## config.mk

```make
export PLATFORM = sky130hd
export DESIGN_NAME = trig_event_readout
export DESIGN_NICKNAME = d
export VERILOG_FILES = /design/src/rtl/trig_event_readout_pkg.sv /design/src/rtl/trig_readout_holdoff.sv /design/src/rtl/trig_event_readout.sv
export SDC_FILE = /design/constraint.sdc
export NUM_CORES = 1
export LEC_CHECK = 0
export CAP_MARGIN = 5
export CORE_ASPECT_RATIO = 0.75
export CORE_UTILIZATION = 45
export DETAILED_ROUTE_END_ITERATION = 7
export PLACE_DENSITY = 0.95
export SETUP_SLACK_MARGIN = 0.1
export SYNTH_ARGS = -nofsm -noshare
export SYNTH_HDL_FRONTEND = slang
export SYNTH_SLANG_ARGS = --single-unit
```

## constraint.sdc

```tcl
create_clock -name clk33_i -period 2.8 [get_ports clk33_i]
set_input_delay 0.42 -clock clk33_i [delete_from_list [all_inputs] [get_ports clk33_i]]
set_output_delay 0.42 -clock clk33_i [all_outputs]
set_load 0.005 [all_outputs]
```

## src/rtl/trig_event_readout_pkg.sv

```systemverilog
// rtl/trig_event_readout_pkg.sv - shared constants and state encoding for the event readout engine
package trig_event_readout_pkg;

    localparam int RDY_BIT_DEF     = 0;
    localparam int NUM_WORDS_DEF   = 8;
    localparam int CLR_HOLDOFF_DEF = 4;
    localparam int ADDR_W          = 6;
    localparam int HOLD_W          = 8;

    typedef enum logic [2:0] {
        ST_IDLE    = 3'd0,
        ST_ADDR    = 3'd1,
        ST_CAPT    = 3'd2,
        ST_SEND    = 3'd3,
        ST_CLEAR   = 3'd4,
        ST_HOLDOFF = 3'd5
    } state_e;

endpackage

```

## src/rtl/trig_readout_holdoff.sv

```systemverilog
// rtl/trig_readout_holdoff.sv - loadable down-counter timing the post-clear holdoff
module trig_readout_holdoff
    import trig_event_readout_pkg::*;
(
    input  logic              clk_i,
    input  logic              rst_i,
    input  logic              load_i,
    input  logic [HOLD_W-1:0] load_val_i,
    input  logic              dec_i,
    output logic              done_o
);

    logic [HOLD_W-1:0] count_q;
    logic [HOLD_W-1:0] count_d;

    always_comb begin
        count_d = count_q;
        if (load_i) begin
            count_d = load_val_i;
        end else if (dec_i && (count_q != '0)) begin
            count_d = count_q - HOLD_W'(1);
        end
    end

    always_ff @(posedge clk_i) begin
        if (rst_i) begin
            count_q <= '0;
        end else begin
            count_q <= count_d;
        end
    end

    // Asserted on the final holdoff cycle, i.e. the decrement that reaches zero.
    assign done_o = (count_q <= HOLD_W'(1));

endmodule

```

## src/rtl/trig_event_readout.sv

```systemverilog
// rtl/trig_event_readout.sv - drains completed event headers from the buffer onto a valid/ready stream
module trig_event_readout
    import trig_event_readout_pkg::*;
#(
    parameter int NUM_WORDS   = NUM_WORDS_DEF,
    parameter int CLR_HOLDOFF = CLR_HOLDOFF_DEF,
    parameter int RDY_BIT     = RDY_BIT_DEF
) (
    input  logic        clk33_i,
    input  logic        rst_i,
    input  logic        enable_i,
    input  logic [31:0] status_i,
    output logic [5:0]  event_addr_o,
    input  logic [31:0] event_dat_i,
    output logic        clr_evt_o,
    output logic [31:0] dout_o,
    output logic        dout_valid_o,
    output logic        dout_last_o,
    input  logic        dout_ready_i,
    output logic [15:0] evt_count_o,
    output logic        busy_o
);

    localparam logic [ADDR_W-1:0] LAST_ADDR = ADDR_W'(NUM_WORDS - 1);
    // Status is resampled exactly CLR_HOLDOFF cycles after the clear pulse; the CLEAR
    // cycle itself counts as one of them, hence the load of CLR_HOLDOFF-1.
    localparam logic [HOLD_W-1:0] HOLD_LOAD = HOLD_W'(CLR_HOLDOFF - 1);

    state_e            state_q, state_d;
    logic [ADDR_W-1:0] addr_q, addr_d;
    logic [31:0]       dout_q, dout_d;
    logic              valid_q, valid_d;
    logic              last_q, last_d;
    logic [15:0]       evt_count_q, evt_count_d;
    logic              hold_load;
    logic              hold_dec;
    logic              hold_done;

    trig_readout_holdoff u_holdoff (
        .clk_i      (clk33_i),
        .rst_i      (rst_i),
        .load_i     (hold_load),
        .load_val_i (HOLD_LOAD),
        .dec_i      (hold_dec),
        .done_o     (hold_done)
    );

    always_comb begin
        state_d     = state_q;
        addr_d      = addr_q;
        dout_d      = dout_q;
        valid_d     = valid_q;
        last_d      = last_q;
        evt_count_d = evt_count_q;
        hold_load   = 1'b0;
        hold_dec    = 1'b0;
        case (state_q)
            ST_IDLE: begin
                if (enable_i && status_i[RDY_BIT]) begin
                    state_d = ST_ADDR;
                    addr_d  = '0;
                end
            end
            ST_ADDR: state_d = ST_CAPT;
            ST_CAPT: begin
                dout_d  = event_dat_i;
                valid_d = 1'b1;
                last_d  = (addr_q == LAST_ADDR);
                state_d = ST_SEND;
            end
            ST_SEND: begin
                if (dout_ready_i) begin
                    valid_d = 1'b0;
                    last_d  = 1'b0;
                    if (last_q) begin
                        state_d = ST_CLEAR;
                    end else begin
                        addr_d  = addr_q + ADDR_W'(1);
                        state_d = ST_ADDR;
                    end
                end
            end
            ST_CLEAR: begin
                evt_count_d = evt_count_q + 16'd1;
                hold_load   = 1'b1;
                state_d     = (CLR_HOLDOFF > 1) ? ST_HOLDOFF : ST_IDLE;
            end
            ST_HOLDOFF: begin
                hold_dec = 1'b1;
                if (hold_done) begin
                    state_d = ST_IDLE;
                end
            end
            default: state_d = ST_IDLE;
        endcase
    end

    always_ff @(posedge clk33_i) begin
        if (rst_i) begin
            state_q     <= ST_IDLE;
            addr_q      <= '0;
            dout_q      <= '0;
            valid_q     <= 1'b0;
            last_q      <= 1'b0;
            evt_count_q <= '0;
        end else begin
            state_q     <= state_d;
            addr_q      <= addr_d;
            dout_q      <= dout_d;
            valid_q     <= valid_d;
            last_q      <= last_d;
            evt_count_q <= evt_count_d;
        end
    end

    assign event_addr_o = addr_q;
    assign dout_o       = dout_q;
    assign dout_valid_o = valid_q;
    assign dout_last_o  = last_q;
    assign evt_count_o  = evt_count_q;
    assign clr_evt_o    = (state_q == ST_CLEAR);
    assign busy_o       = (state_q != ST_IDLE);

endmodule

```

==> qor.yml, run 1 <==
synthesis:
  yosysTopAreaCell: "dfxtp_1"
  synth-seq-cells: 67
  syn_area_mm2: 0.00292
  async_flop_share_pct: 0
  synth_edf_count: 0
  synth_most_common_cell: "nand2_1"
  synth_top_area_share_pct: 46.0
  synth_nets: 420
  yosys_warnings: 0
  ys.flop_type: "dfxtp_1"
  ys_top_cells_by_area: "dfxtp_1 (46%), nand2_1 (9.1%), a21oi_1 (7.5%)"
  syn_area_per_cell_um2: 8.38
  syn_inst: 348
  ys_seq_area_share_pct: 46.0
  synth_common_cells: "nand2_1 (71), dfxtp_1 (67), a21oi_1 (44)"
  ys_types: 44
cells_and_area:
  layout-drive-gt1-share_pct: 7.67
  nNetsFinal: 510
  syn2layout_area_growth_pct: 41.3
  n_antenna_cell: 0
  layout.cells.non_filler: 524
  final_area_mm2: 0.00412
route:
  vias_per_cell: 5.25
  drt_pass1_iterations: 4
  vias: 2751
  drtIter0Drc: 110
  postRouteAntennaNets: 0
  drc: 0
  wl_per_cell_um: 13.6
  wirelength_um: 7100
min_path:
  holdCritPathClass: "reg -> reg"
critical_path:
  start_kind: "flip-flop"
  critPathArrivalTime_ns: 2.02
  end_kind: "output port"
  crit_type: "reg -> out"
  required_ns: 2.38
  worst-path-max-fanout: 15
floorplan:
  fp.dieH_um: 71.7
  dieArea_mm2: 0.00681
  ios: 126
  rows: 25
  start_util_pct: 46.4
  core_mm2: 0.00629
  die_w_um: 95.0
global_routing:
  grt_pass1_wl_um: 11600
  track_usage_pct: 21.8
  grt_pass1_vias: 2556
  grt_max_degree: 59
  antenna_found_initial: 0
  grt_overflow: 0
clocking:
  root_buffer: "clkbuf_8"
  cts_resized: 0
  insertion_delay_ns: 0.34
  cts_buffer_depth: 2
  htreeDepth: 3
  clk_pin_slew_ns: 0.07
  ctsHoldBuffers: 0
  cts_buffers: 9
  cts_setup_buffers: 0
  cts_tree: "built"
  clock-sinks: 67
sta:
  max_clock_freq_mhz: 409
  fin_tns_setup_ns: 0
  finalHoldViolCount: 0
  worst_slew_pin_slew_ns: 0.629
  skew_ns: 0.00716
  slew_headroom_pct: 58.0
  finalCritPeriodShare_pct: 87.3
  finalSetupViolCount: 0
  drv_slew: 0
  rsz0062_at_grt: "false"
  min_period_ns: 2.44
pwr:
  powerDensity_mw_per_mm2: 521
  vdd_drop_max_uv: 325
  power_leakage_uw: 0.00148
place:
  dp_cells: 508
  dpl_cell_area_mm2: 0.00391
  place_hpwl_um: 4990
  port_buffers: 94
  routabilityCongestion: 0.747
outcome:
  status: "finished, final reports clean"
job:
  max-cap-violations: 0
[where the power goes]
part	switching [uW]	internal [uW]
sequential	37.7	993
combinational	122	155
clock	379	463
total	539	1610
[cells in the final DEF, fill, tap and decap left out, drive strengths merged, types with 2 or more instances in the layout]
cell / synthesis / final
a2111oi: 4 / 4
a211oi: 4 / 4
a21oi: 44 / 44
a31o: 2 / 2
a31oi: 3 / 3
and2: 4 / 4
and3: 3 / 3
and4: 3 / 3
buf: 4 / 5
clkbuf: 15 / 11
clkdlybuf4s50: 0 / 93
clkinv: 0 / 2
dfxtp: 67 / 67
ha: 4 / 4
inv: 7 / 8
mux2: 2 / 2
mux2i: 7 / 7
nand2: 71 / 71
nand2b: 3 / 3
nand3: 8 / 8
nand3b: 2 / 2
nand4: 5 / 5
nand4b: 4 / 4
nor2: 31 / 31
nor2b: 6 / 6
nor3: 7 / 7
nor4: 3 / 3
o21ai: 7 / 7
or2: 5 / 5
or3: 3 / 3
xnor2: 9 / 9
xor2: 5 / 5
[flip-flops by register name (all words and copies together) (netlist names)]
| name | count |
|---|---|
| u_holdoff.count_q | 8 |
| state_q | 3 |
| dout_o | 32 |
| evt_count_o | 16 |
| dout_valid_o | 1 |
| event_addr_o | 6 |
| dout_last_o | 1 |
[final cells by class]
type                    count  area (um2)
multi-input cells         255        1480
well taps                  81         101
repair buffers             98         966
clock buffers              11         151
fillers                   540        2160
inverters                   7        26.3
clock inverters             5        60.1
flip-flops and latches     67        1340
[cells by family (layout without fill, tap and decap cells)]
kind of cell / after synthesis / count (layout) / synth area share [%]
simple gates: 161 / 161 / 27.6
compound gates: 67 / 67 / 13.9
flops: 67 / 67 / 46.0
buf+inv: 26 / 121 / 3.47
xor+xnor: 14 / 14 / 4.20
mux: 9 / 9 / 3.17
fa+ha+maj: 4 / 4 / 1.72
[per-stage QoR]
step / util, % / power [uW] / worst slack, ns / hold WS, ns
after floorplan: - / 1170 / 1.30 / 0.453
after global routing: 65.6 / 2250 / 0.283 / 0.478
after CTS: 65.6 / 2170 / 0.356 / 0.459
after detailed placement: 62.2 / 1330 / 0.675 / 0.449
after global placement: 62.2 / 1320 / 0.743 / 0.441
final: 65.6 / 2150 / 0.357 / 0.457
[layer usage]
| layer | global-route usage (%) | up-vias | part of all wire [%] | routed length, um |
|---|---|---|---|---|
| li1 | - | 1372 | - | - |
| met1 | 26.1 | 1287 | 45 | 3190 |
| met2 | 36.9 | 82 | 48 | 3410 |
| met3 | 6.37 | 10 | 5.9 | 416 |
| met4 | 8.75 | 0 | 1.2 | 88 |
| met5 | 0 | - | 0 | 0 |
[critical path, cell delays in order (launching register included)]
cell and delay [ns]:
dfxtp_1 0.72, nor3b_2 0.27, buf_4 0.19, clkdlybuf4s50_1 0.51
[worst paths after layout]
check / start / slack [ns] / endpoint / cells after the start
min: dout_o[15] / 0.46 / dout_o[15] / 2
max: state_q[2] / 0.36 / clr_evt_o / 3
max reg2reg: state_q[2] / 0.74 / evt_count_o[13] / 4
min reg2reg: dout_o[15] / 0.46 / dout_o[15] / 2
No activity file was read; power rests on OpenSTA's default activity.
==> run 2, diff against run 1 <==
CTS_CLUSTER_SIZE = 25   (was default)
==> results of run 2 <==
Same layout as run 1: the final DEF is identical, and so are final timing and power.
==> run 3, diff against run 2 <==
RECOVER_POWER = 100   (was default)
==> run 3 against run 2 <==
Net effect: global-route usage stayed put; worst setup slack hardly changed; critical path type unchanged; routed wire length is 0.41% lower; fmax hardly changed; power is 1.0% lower; worst hold slack worse by 0.0027 ns; cell count stayed put.
==> qor.yml, run 3 (synthesis results as in run 1) <==
sta:
  finalCritPeriodShare_pct: 87.2  # about the same
  finalHoldViolCount: 0  # unchanged
  skew_ns: 0.00854  # +0.00138 ns
  min_period_ns: 2.44  # -0.000496 ns
  rsz0062_at_grt: "false"
  whs_ns: 0.454  # -0.00275 ns
  drv_slew: 0  # unchanged
  slew_headroom_pct: 24.7  # -33 points
  max_clock_freq_mhz: 409  # about the same
  worst_slew_pin_slew_ns: 1.12  # +0.490 ns
  finalSetupViolCount: 0  # unchanged
  fin_ws_ns: 0.357  # +0.000496 ns
  fin_tns_setup_ns: 0  # unchanged
critical_path:
  ff2ff_setup_slack_ns: 0.72  # -0.02 ns
  end_kind: "output port"
  crit_type: "reg -> out"
  required_ns: 2.38  # about the same
  worst-path-max-fanout: 15  # unchanged
  critPathArrivalTime_ns: 2.02  # about the same
  start_kind: "flip-flop"
route:
  wl_per_cell_um: 13.5  # -0.41%
  vias_per_cell: 5.20  # -0.87%
  drt_pass1_iterations: 4  # unchanged
  vias: 2727  # -0.87%
  postRouteAntennaNets: 0  # unchanged
  wirelength_um: 7080  # -0.41%
  drc: 0  # unchanged
  drtIter0Drc: 169  # +54%
cells_and_area:
  syn2layout_area_growth_pct: 39.4
  final_cell_mix: "nand2_1 (71), dfxtp_1 (67), dlygate4sd3_1 (58)"
  final_util_pct: 64.7  # -0.90 points
  nNetsFinal: 510  # unchanged
  layout-drive-gt1-share_pct: 5.64  # -2.0 points
  largest_reg_flops: 32  # unchanged
  n_antenna_cell: 0  # unchanged
  final_common_cell: "nand2_1"
floorplan:
  ios: 126  # unchanged
  fp.dieH_um: 71.7  # unchanged
  die_w_um: 95.0  # unchanged
  dieArea_mm2: 0.00681  # unchanged
  core_mm2: 0.00629  # unchanged
  rows: 25  # unchanged
  start_util_pct: 46.4  # unchanged
place:
  place_hpwl_um: 4990  # unchanged
  routabilityCongestion: 0.747  # unchanged
  dpl_worst_slack_ns: 0.675  # unchanged
  port_buffers: 94  # unchanged
pwr:
  power_leakage_uw: 0.00164  # +11%
  vdd_drop_max_uv: 317  # -2.5%
  combPwrFrac_pct: 12.2  # -0.7 points
  seqPwrFrac_pct: 48.3  # +0.4 points
  switching_share_pct: 25.1  # about the same
  internal_power_uw: 1600  # -1.0%
  power_switching_uw: 533  # -1.0%
  powerDensity_mw_per_mm2: 523  # +0.36%
  clock_power_share_pct: 39.5  # +0.3 points
global_routing:
  grt_pass1_wl_um: 11600  # unchanged
  track_usage_pct: 21.8  # unchanged
  grt_pass1_vias: 2556  # unchanged
  grt_max_degree: 59  # unchanged
  grt_overflow: 0  # unchanged
  antenna_found_initial: 0  # unchanged
clocking:
  insertion_delay_ns: 0.34  # about the same
  cts_resized: 0  # unchanged
  cts_setup_buffers: 0  # unchanged
  cts_tree: "built"
  ctsHoldBuffers: 0  # unchanged
  htreeDepth: 3  # unchanged
  root_buffer: "clkbuf_8"
  clk_pin_slew_ns: 0.07  # about the same
  cts_buffers: 9  # unchanged
  clock-sinks: 67  # unchanged
  cts_buffer_depth: 2  # unchanged
outcome:
  status: "finished, final reports clean"
job:
  max-cap-violations: 0  # unchanged
min_path:
  holdCritPathClass: "reg -> reg"
==> run 3: cell types whose count changed in the layout (fill, tap and decap cells not counted), moves of 2 or more <==
cell	change
clkdlybuf4s50_1	-58
dlygate4sd3_1	+58
a2111oi_0	+4
a2111oi_2	-4
and2_0	+2
and2_1	-2
==> run 3: worst paths after layout <==
| kind | start | to | depth (start not counted) |
|---|---|---|---|
| max | state_q[2] | clr_evt_o | 3 |
| min reg2reg | dout_o[15] | dout_o[15] | 2 |
| max reg2reg | state_q[0] | event_addr_o[4] | 4 |
| min | dout_o[15] | dout_o[15] | 2 |
==> run 3: final cells by class <==
class                      instances  area, um2
tap                               81        101
inverter                           7       26.3
clock buffer                      11        151
fill                             545       2220
sequential                        67       1340
clock inverter                     5       60.1
timing repair buffer              98        963
multi-input combinational        255       1420
==> run 3: metal layers <==
metal / vias to the layer above / wire [um] / GRT usage, %
met5: - / 0 / 0
met2: 92 / 3410 / 36.9
met3: 11 / 473 / 6.37
met1: 1246 / 3090 / 26.1
li1: 1378 / - / -
met4: 0 / 97 / 8.75
==> run 3: power groups by stage <==
stage	logic [uW]	clock network [uW]	registers (uW)
6_report	259	842	1030
5_1_grt	288	905	1030
4_1_cts	279	855	1030
3_5_place_dp	278	0	1050
3_3_place_gp	271	0	1050
2_1_floorplan	132	0	1040
==> run 3: stage by stage <==
step | area [um2] | std cells | power, uW
finish | 4070 | 524 | 2130
floorplan | 2920 | 348 | 1170
CTS | 4120 | 524 | 2170
global placement | 3910 | 508 | 1320
global route | 4070 | 524 | 2230
detailed placement | 3910 | 508 | 1330
==> run 3: worst max-delay path: stages (launching register included) <==
cell	delay, ns
dfxtp_1	0.66
nor3b_1	0.26
buf_4	0.20
dlygate4sd3_1	0.57
